<file path="src/rtl/serial_receiver.sv">
// Asynchronous serial (UART-style) receiver: 2-flop rx synchronizer, start-bit
// glitch rejection, configurable data width, parity mode and stop-bit count.
module serial_receiver #(
  parameter int CLK_FREQ  = 100_000_000,
  parameter int BAUD_RATE = 115_200,
  parameter int PARITY    = 0,  // 0 none, 1 odd, 2 even, 3 mark, 4 space
  parameter int NUM_BITS  = 8,
  parameter int STOP_BITS = 1
) (
  input  logic                clk,
  input  logic                rst,
  input  logic                rx,
  output logic [NUM_BITS-1:0] data,
  output logic                valid,
  output logic                parity_err,
  output logic                frame_err,
  output logic                busy
);

  localparam int BIT_CYCLES = CLK_FREQ / BAUD_RATE;
  localparam int HALF       = BIT_CYCLES / 2;
  localparam int CW         = $clog2(BIT_CYCLES) + 1;

  localparam logic [CW-1:0] C_BIT_LAST  = CW'(BIT_CYCLES - 1);
  localparam logic [CW-1:0] C_HALF_LAST = CW'(HALF - 1);
  localparam logic [3:0]    C_DATA_LAST = 4'(NUM_BITS - 1);
  localparam logic [3:0]    C_STOP_LAST = 4'(STOP_BITS - 1);

  typedef enum logic [2:0] {
    S_IDLE,
    S_START,
    S_DATA,
    S_PARITY,
    S_STOP
  } state_t;

  state_t              r_state;
  logic [CW-1:0]       r_cnt;
  logic [3:0]          r_bit_cnt;
  logic [NUM_BITS-1:0] r_shift;
  logic                r_par;
  logic                r_perr_pend;
  logic                r_ferr_pend;

  logic r_rx_meta;
  logic r_rx_sync;
  logic r_rx_prev;

  logic w_fall;
  logic w_tick;
  logic w_par_bit_err;

  // Synchronizer flops come out of reset high so an idle line never looks
  // like a falling edge.
  // NOTE: sequential state uses <= so every flop samples pre-edge values;
  // blocking here would collapse the chain into a single flop.
  always_ff @(posedge clk) begin
    if (rst) begin
      r_rx_meta <= 1'b1;
      r_rx_sync <= 1'b1;
      r_rx_prev <= 1'b1;
    end else begin
      r_rx_meta <= rx;
      r_rx_sync <= r_rx_meta;
      r_rx_prev <= r_rx_sync;
    end
  end

  assign w_fall = r_rx_prev & ~r_rx_sync;
  assign w_tick = (r_cnt == C_BIT_LAST);

  // NOTE: assign a default before the case so no path leaves the output
  // unassigned; otherwise synthesis infers a latch.
  always_comb begin
    w_par_bit_err = 1'b0;
    case (PARITY)
      1:       w_par_bit_err = ~(r_par ^ r_rx_sync);
      2:       w_par_bit_err = r_par ^ r_rx_sync;
      3:       w_par_bit_err = ~r_rx_sync;
      4:       w_par_bit_err = r_rx_sync;
      default: w_par_bit_err = 1'b0;
    endcase
  end

  // NOTE: the shift register and output word are reset too, so data reads 0
  // after reset rather than a stale or unknown word.
  always_ff @(posedge clk) begin
    if (rst) begin
      r_state     <= S_IDLE;
      r_cnt       <= '0;
      r_bit_cnt   <= '0;
      r_shift     <= '0;
      r_par       <= 1'b0;
      r_perr_pend <= 1'b0;
      r_ferr_pend <= 1'b0;
      data        <= '0;
      valid       <= 1'b0;
      parity_err  <= 1'b0;
      frame_err   <= 1'b0;
      busy        <= 1'b0;
    end else begin
      valid <= 1'b0;
      case (r_state)
        S_IDLE: begin
          r_cnt     <= '0;
          r_bit_cnt <= '0;
          if (w_fall) begin
            r_state     <= S_START;
            busy        <= 1'b1;
            r_par       <= 1'b0;
            r_perr_pend <= 1'b0;
            r_ferr_pend <= 1'b0;
          end
        end

        S_START: begin
          if (r_cnt == C_HALF_LAST) begin
            r_cnt <= '0;
            if (!r_rx_sync) begin
              r_state <= S_DATA;
            end else begin
              r_state <= S_IDLE;  // line went back high: glitch, not a start bit
              busy    <= 1'b0;
            end
          end else begin
            r_cnt <= r_cnt + 1'b1;
          end
        end

        S_DATA: begin
          if (w_tick) begin
            r_cnt   <= '0;
            r_shift <= (r_shift >> 1) | (NUM_BITS'(r_rx_sync) << (NUM_BITS - 1));
            r_par   <= r_par ^ r_rx_sync;
            if (r_bit_cnt == C_DATA_LAST) begin
              r_bit_cnt <= '0;
              r_state   <= (PARITY != 0) ? S_PARITY : S_STOP;
            end else begin
              r_bit_cnt <= r_bit_cnt + 1'b1;
            end
          end else begin
            r_cnt <= r_cnt + 1'b1;
          end
        end

        S_PARITY: begin
          if (w_tick) begin
            r_cnt       <= '0;
            r_perr_pend <= w_par_bit_err;
            r_state     <= S_STOP;
          end else begin
            r_cnt <= r_cnt + 1'b1;
          end
        end

        S_STOP: begin
          if (w_tick) begin
            r_cnt <= '0;
            if (r_bit_cnt == C_STOP_LAST) begin
              r_bit_cnt  <= '0;
              r_state    <= S_IDLE;
              busy       <= 1'b0;
              valid      <= 1'b1;
              data       <= r_shift;
              parity_err <= r_perr_pend;
              frame_err  <= r_ferr_pend | ~r_rx_sync;
            end else begin
              r_bit_cnt   <= r_bit_cnt + 1'b1;
              r_ferr_pend <= r_ferr_pend | ~r_rx_sync;
            end
          end else begin
            r_cnt <= r_cnt + 1'b1;
          end
        end

        default: begin
          r_state <= S_IDLE;
          busy    <= 1'b0;
        end
      endcase
    end
  end

endmodule
</file>
<file path="config.mk">
export PLATFORM = sky130hd
export DESIGN_NAME = serial_receiver
export DESIGN_NICKNAME = d
export VERILOG_FILES = /design/src/rtl/serial_receiver.sv
export SDC_FILE = /design/constraint.sdc
export NUM_CORES = 1
export LEC_CHECK = 0
export ABC_AREA = 1
export CAP_MARGIN = 0
export CORE_MARGIN = 4
export CORE_UTILIZATION = 62
export CTS_CLUSTER_SIZE = 40
export DETAILED_ROUTE_END_ITERATION = 12
export PLACE_DENSITY = 0.84
export SYNTH_ARGS = -nofsm -noshare
export SYNTH_HDL_FRONTEND = slang
export SYNTH_SLANG_ARGS = --single-unit
</file>
<file path="constraint.sdc">
create_clock -name clk -period 4.53 [get_ports clk]
set_input_delay 0.6795 -clock clk [delete_from_list [all_inputs] [get_ports clk]]
set_output_delay 0.6795 -clock clk [all_outputs]
set_load 0.02 [all_outputs]
</file>
# Yosys cells after proc, flatten, opt, wreduce, memory -nomap -nowiden
# Index checks and enable logic that the tools add are counted.
# classes
addsub,2
eq_ne,16
muxes,30
bitwise_logic,7
reduce_logical,16
# op_table
operator,count
$pmux W11 S3,1
$mux W11,2
$mux W3,7
$ne A2 B2 Y1 const B,9
$mux W4,4
$pmux W3 S5,1
$pmux W4 S3,1
$add A11 B1 Y11 const B,1
$eq A11 B10 Y1 const B,1
$eq A11 B9 Y1 const B,1
$mux W1,10
$reduce_and A3 Y1,3
$or A7 B8 Y8,1
$reduce_and A7 Y1,1
$eq A3 B2 Y1 const B,2
$reduce_and A6 Y1,1
$reduce_bool A3 Y1,2
$reduce_or A3 Y1,2
$add A4 B1 Y4 const B,1
$eq A4 B3 Y1 const B,1
$logic_not A4 Y1,1
$not A1 Y1,4
$pmux W1 S2,2
$pmux W1 S4,1
10 further kinds,11
# totals
regBits,43
inputBits,3

# Longest topological paths before layout
# Gate-level depths: netlist (run 1).
# depth
ltp_word,5
ltp_mapped,11
mapped_depth_nobuf,11

# Least setup slack after synthesis (run 1)
# Ideal clock, no wire load.
# synth_path
path_kind,reg2reg
startpoint,reg r_cnt[0]
endpoint,reg busy
setup_ns,0.115
t_arrival_ns,1.424
required_ns,4.415
slack_ns,2.991
stages_incl_launch_ff,11
n_path_buf,0
cell_sequence,dfxtp_1 -> ha_1 -> nand2_1 -> nor2_1 -> nand3_4 -> nand2_4 -> nand2_4 -> nor2_4 -> nand3_1 -> nand2_1 -> nor2_1
# synth_via
elab_chain_len,3
word_cells_on_any_way,5
classes_between,eq/ne: 4; reduce/logical: 1
# synth_lines
element,line,rtl
"start, declared",38,logic [CW-1:0] r_cnt;
"start signal, assigned",126,r_cnt <= r_cnt + 1'b1;
"start signal, assigned",142,r_cnt <= r_cnt + 1'b1;
"start signal, assigned",152,r_cnt <= r_cnt + 1'b1;
$eq A11 B9 Y1 / $eq A11 B10 Y1 (equally long branches),"117, 70",
$ne A2 B2 Y1 (no line),n/a,
$reduce_and A6 Y1 (no line) *,n/a,
"end signal, assigned",109,busy <= 1'b1;
"end signal, assigned",123,busy <= 1'b0;
"end signal, assigned",162,busy <= 1'b0;
"end, declared",17,output logic busy
# Mark *: on every way between the ends. The rest lies on a longest branch, timed or not.
# A chain may end at the register's enable or synchronous reset.

==> results of run 1 <==
## cells by family (layout without fill, tap and decap cells)
group | after synthesis | count (layout) | share of synthesized area (%)
simple gates | 127 | 127 | 32.3
buf+inv | 45 | 60 | 9.35
compound gates | 53 | 53 | 14.2
other cells | 1 | 1 | 0.179
fa+ha+maj | 4 | 4 | 2.38
flops | 41 | 41 | 39.1
xor+xnor | 6 | 6 | 2.50
## report_power, final
| part | total (mW) | internal, mW | switching [mW] |
|---|---|---|---|
| logic | 0.475 | 0.162 | 0.313 |
| registers | 0.429 | 0.396 | 0.0336 |
| clock network | 0.187 | 0.0614 | 0.126 |
| total | 1.09 | 0.619 | 0.472 |
## sequential cells by signal, indices dropped and copies added, names as in the netlist
name	count
r_rx_meta	1
valid	1
r_rx_prev	1
r_bit_cnt	4
r_cnt	11
r_rx_sync	1
r_state	3
r_shift	8
busy	1
data	8
frame_err	1
r_ferr_pend	1
## worst max-delay path: cells and delay by family
| kind | cells | cell delay, ns |
|---|---|---|
| AOI/OAI and AO/OA | 2 | 0.43 |
| buffers and inverters | 2 | 1.26 |
## cell type report
| class | count | area (um^2) | share of cell area (%) |
|---|---|---|---|
| clock buffer | 5 | 37.5 | 1.63 |
| clock inverter | 3 | 21.3 | 0.925 |
| inverter | 39 | 151 | 6.58 |
| multi-input combinational | 191 | 1080 | 47.1 |
| sequential | 41 | 821 | 35.7 |
| tap | 44 | 55.1 | 2.39 |
| timing repair buffer | 13 | 130 | 5.66 |
## metal layers
metal  global-route usage [%]  up-vias  share of wire [%]
met5                        0        -                  0
met4                     6.85        0                1.6
met3                     6.80        7                4.7
met2                     33.7       49                 46
met1                     26.5      791                 48
li1                         -      922                  -
## cell usage in the layout (no fill, tap or decap), drive strengths merged, types with 2 or more instances in the layout
master         Yosys  layout
clkdlybuf4s50      0      13
nand2             51      51
nor3               8       8
a21oi             24      24
o21ai             26      26
nand4              6       6
nand3             19      19
ha                 4       4
xor2               6       6
clkinv             1       2
or2                2       2
nor2              39      39
inv               38      39
clkbuf             3       5
dfxtp             41      41
## worst paths after layout
check            start         end  slack, ns  depth (start not counted)
min reg2reg  r_rx_meta   r_rx_sync       0.42                          1
min          r_rx_meta   r_rx_sync       0.42                          1
max                rst  r_shift[1]       2.46                          4
max reg2reg   r_cnt[0]  r_state[0]       2.75                         10
## metrics by stage
| stage | worst slack (ns) | cells |
|---|---|---|
| after floorplan | 2.99 | 277 |
| after global placement | 2.15 | 328 |
| after detailed placement | 2.08 | 328 |
| after CTS | 2.46 | 336 |
| after global routing | 2.32 | 336 |
| final | 2.46 | 336 |
==> results.cfg, run 1 <==
[outcome]
outcome = finished, final reports clean

[logic_synthesis]
synth_top_area_cell = dfxtp_1
synthCells = 277
netlist_top_cells_area = dfxtp_1 (39%), nand2_1 (7.7%), inv_1 (5.9%), nor2_1 (5.7%), a21oi_1 (5.2%)
count_of_cell_types_in_the_netlist = 35
synth.top_cell.area_share_pct = 39.1
syn-num-nets = 284
seq_area_frac_synth_pct = 39.1
ys_warn_count = 0
synth_edf_count = 0
synth_area_per_cell_um2 = 7.58
yosys_register_bits = 41
postSynth.asyncResetShare_pct = 0
synth_commonest_cells = nand2_1 (43), dfxtp_1 (41), inv_1 (33), nor2_1 (32), a21oi_1 (22)
syn-cell-area_um2 = 2100
dominantRegCellSynth = dfxtp_1
post-synth-top-count-cell = nand2_1

[clock_network]
cts_tree = built
clk-insertion-delay-late_ns = 0.36
cts.clk_slew.worst_paths_ns = 0.13
clock-root-buffer = clkbuf_4
cts_inserted_buffers = 5
postCtsResizedCells = 0
holdBufCountCts = 0
number_of_buffers_added_for_setup_after_cts = 0
clkSinkCount = 41
clockBufferDepth = 2
htree_levels = 2

[power]
p_total_mw = 1.09
power_per_cell_area_nw_per_um2 = 474
p_leak_nw = 0.965
maximum_vdd_ir_drop_mv = 0.247

[worst_hold_path]
hold_path_class = register to register

[detailed_routing]
num_vias = 1769
routed_wl_mm = 3.99
remaining_drc_errors = 0
violation_count_after_the_first_detailed_route_iteration = 92
detail_route.wl_per_cell_um = 11.9
viasPerCell = 5.26
drt.antenna.violating_nets = 0
firstDrtPassIters = 5

[placement]
placed_area_um2 = 2240
hpwl_mm = 2.94
globalplace.congestion = 0.880
port_buffers = 13

[final_layout]
design.final.nets = 298
diodes = 0
postLayoutCellArea_um2 = 2300
utilization_after_layout_pct = 72.9
fillerInstances = 277
synthToLayoutAreaGrowth_pct = 9.47
post_route_cells_drive_above_1_share_pct = 13.7

[sta]
final.setup.tns_ns = 0
period_share_pct = 45.7
final_period_minus_worst_setup_slack_ns = 2.07
setup-violations-final = 0
final-hold-violation-count = 0
worst_pin_slew_ns = 0.753
worst_slew_margin_rel_pct = 49.8
rsz_0062_raised_after_global_routing = no
hold_ws_ns = 0.425
clock_skew_ns = 0.0116
maxSlewViolCount = 0
max_clock_freq_ghz = 0.483

[grt]
maximum_number_of_pins_on_one_net_before_global_route_repair = 28
grt_antenna_before_repair = 0
grt_use_total_pct = 21.0
grt.overflow.total = 0
grt_pass1_wl_mm = 7.13
grt_pass1_vias = 1647

[critical_path]
critical_path.startpoint_type = input pin
setup.worst_path.end_class = register
critical-path-slowest-cell = inv_1
cp_slowest_stage_delay_ns = 0.66
crit_required_ns = 4.83
timing.setup.critical_path_class = input pin to register
cp_cell_sequence = clkdlybuf4s50_1, inv_1, o21ai_0, a21oi_1
arrival_ns = 2.37
path_max_fanout = 27

[floorplanning]
effective_utilization_at_floorplan_pct = 66.6
die_height_um = 66.2
chipWidth_um = 66.2
design.die.area_um2 = 4380
placeable_core_region_um2 = 3150
pin_count = 15
rows = 20

[flow_run]
cap_violations = 0
Power figures use the tool's default switching activity.
==> run 2: changes to the inputs <==
--- a/config.mk
+++ b/config.mk
@@ -8,10 +8,10 @@
 export ABC_AREA = 1
 export CAP_MARGIN = 0
 export CORE_MARGIN = 4
-export CORE_UTILIZATION = 62
+export CORE_UTILIZATION = 52
 export CTS_CLUSTER_SIZE = 40
 export DETAILED_ROUTE_END_ITERATION = 12
-export PLACE_DENSITY = 0.84
+export PLACE_DENSITY = 0.75
 export SYNTH_ARGS = -nofsm -noshare
 export SYNTH_HDL_FRONTEND = slang
 export SYNTH_SLANG_ARGS = --single-unit
==> constraint.sdc (replaced) <==
create_clock -name clk -period 1.8 [get_ports clk]
set_input_delay 0.27 -clock clk [delete_from_list [all_inputs] [get_ports clk]]
set_output_delay 0.27 -clock clk [all_outputs]
set_load 0.02 [all_outputs]
==> run 2 against run 1 <==
  * Die area up 17%
  * Sequential share of layout area is 0.78 points lower
  * Clock-buffer cell count did not move
  * Register-to-register slack worse by 2.6 ns
  * Cell count up 1.8%
  * Non-clock buffer count increased by 2
  * Hold slack got worse by 0.0058 ns
  * Via count fell by 1.6%
  * Critical path type is now register to register
  * Largest cell class unchanged
  * Highest routed layer unchanged
==> results.cfg, run 2 (synthesis results as in run 1) <==
[sta]
final-hold-violation-count = 0
max_clock_freq_ghz = 0.611
setup-violations-final = 0
final.setup.tns_ns = 0
hold_ws_ns = 0.419
rsz_0062_raised_after_global_routing = no
clock_skew_ns = 0.00378
final_period_minus_worst_setup_slack_ns = 1.64
maxSlewViolCount = 0
period_share_pct = 90.9

[clock_network]
holdBufCountCts = 0
clk-insertion-delay-late_ns = 0.30
clockBufferDepth = 2
cts_tree = built
cts_inserted_buffers = 5
clock-root-buffer = clkbuf_8
cts.clk_slew.worst_paths_ns = 0.08
htree_levels = 2
number_of_buffers_added_for_setup_after_cts = 0
clkSinkCount = 41

[power]
p_sw_share_pct = 41.8
p_leak_nw = 0.985
p_int_mw = 1.69
psw_mw = 1.21
maximum_vdd_ir_drop_mv = 0.583
pwr-share-comb_pct = 41.3
power.share.clock_pct = 21.5
power_per_cell_area_nw_per_um2 = 1230
p_seq_share_pct = 37.2

[grt]
grt_use_total_pct = 17.5
grt.overflow.total = 0
grt_pass1_wl_mm = 7.18
grt_antenna_before_repair = 0
grt_pass1_vias = 1584
maximum_number_of_pins_on_one_net_before_global_route_repair = 28

[detailed_routing]
detail_route.wl_per_cell_um = 12.1
drt.antenna.violating_nets = 0
num_vias = 1740
firstDrtPassIters = 4
remaining_drc_errors = 0
viasPerCell = 5.09
violation_count_after_the_first_detailed_route_iteration = 207
routed_wl_mm = 4.15

[critical_path]
ff2ff_path_depth = 10
rr_startpoint = r_cnt[0]
crit_required_ns = 2.00
critical-path-slowest-cell = dfxtp_2
critical_path.startpoint_type = register
worst_setup_path_startpoint = r_cnt[0]
path_max_fanout = 7
r2r_slack_ns = 0.16
cp_slowest_stage_delay_ns = 0.37
arrival_ns = 1.84
timing.setup.critical_path_class = register to register
worst_r2r_endpoint = r_state[2]
cp_cell_sequence = ha_2, nand2_1, nor2_1, nand3_4, nand2_4, nand2_4, nor2_4, nand3_1, nand2_1, nor2_1
setup.worst_path.end_class = register

[placement]
globalplace.congestion = 0.845
place.detailed.instances = 334
port_buffers = 13
hpwl_mm = 2.95

[floorplanning]
rows = 22
design.die.area_um2 = 5120
chipWidth_um = 71.6
pin_count = 15
effective_utilization_at_floorplan_pct = 55.7
placeable_core_region_um2 = 3770
die_height_um = 71.6

[final_layout]
largest_register_ffs = 11
layout.cells.most_common = nand2_1
diodes = 0
synthToLayoutAreaGrowth_pct = 12.1
largest-register = r_cnt
post_layout_nonfiller_instances = 342
largestRegisters = r_cnt: 11 flops, data: 8 flops, r_shift: 8 flops
design.final.nets = 300
post_route_cells_drive_above_1_share_pct = 15.0
most_frequent_cells_in_the_layout = nand2_1 (43), dfxtp_1 (40), inv_1 (33), nor2_1 (32), a21oi_1 (22)

[flow_run]
cap_violations = 0

[worst_hold_path]
hold_path_class = register to register
min_from = r_rx_meta
whs_endpoint = r_rx_sync
whs_path_depth = 1

[outcome]
outcome = finished, final reports clean
-- run 2: power by group through the flow --
stage	clock network [mW]	registers, mW	logic [mW]
after floorplan	0	1.09	0.972
after global placement	0	1.09	1.18
after detailed placement	0	1.10	1.18
after CTS	0.646	1.08	1.19
after global routing	0.678	1.09	1.34
final	0.622	1.08	1.20
-- run 2: cell type report --
type	instances	area [um^2]
clock inverters	3	21.3
flip-flops and latches	41	822
clock buffers	5	68.8
fillers	327	1420
repair buffers	15	145
well taps	48	60.1
inverters	39	151
multi-input cells	191	1090
-- run 2: per-layer routing --
layer,GRT usage (%),share of wire [%]
met2,27.3,42
met4,5.64,1.4
met1,23.9,51
met5,0,0
met3,3.79,5.1
-- run 2: timing repair --
action / CTS / global route
endpoints found under the hold margin: 0 / 0
endpoints found under the setup margin: 0 / 10
gates resized for setup: 0 / 2
-- run 2: stage by stage --
stage	setup slack (ns)	total power, mW	util [%]	area (um^2)
floorplan	0.261	2.06	-	2100
global placement	0.179	2.27	60.0	2260
detailed placement	0.100	2.28	60.0	2260
CTS	0.0882	2.91	62.3	2350
global route	0.0214	3.11	62.4	2350
finish	0.164	2.90	62.4	2350
-- run 2: worst max path at each step --
| stage | to |
|---|---|
| after floorplan | busy |
| after global placement | r_state[2] |
| after detailed placement | r_state[2] |
| after CTS | r_state[2] |
| after global routing | r_state[2] |
| final | r_state[2] |
-- run 2: critical path: cells and delay by family, from the launching register on --
kind	cells	cell delay (ns)
AND/OR/NAND/NOR	9	0.94
flip-flops	1	0.37
adder cells (fa/ha/maj)	1	0.22
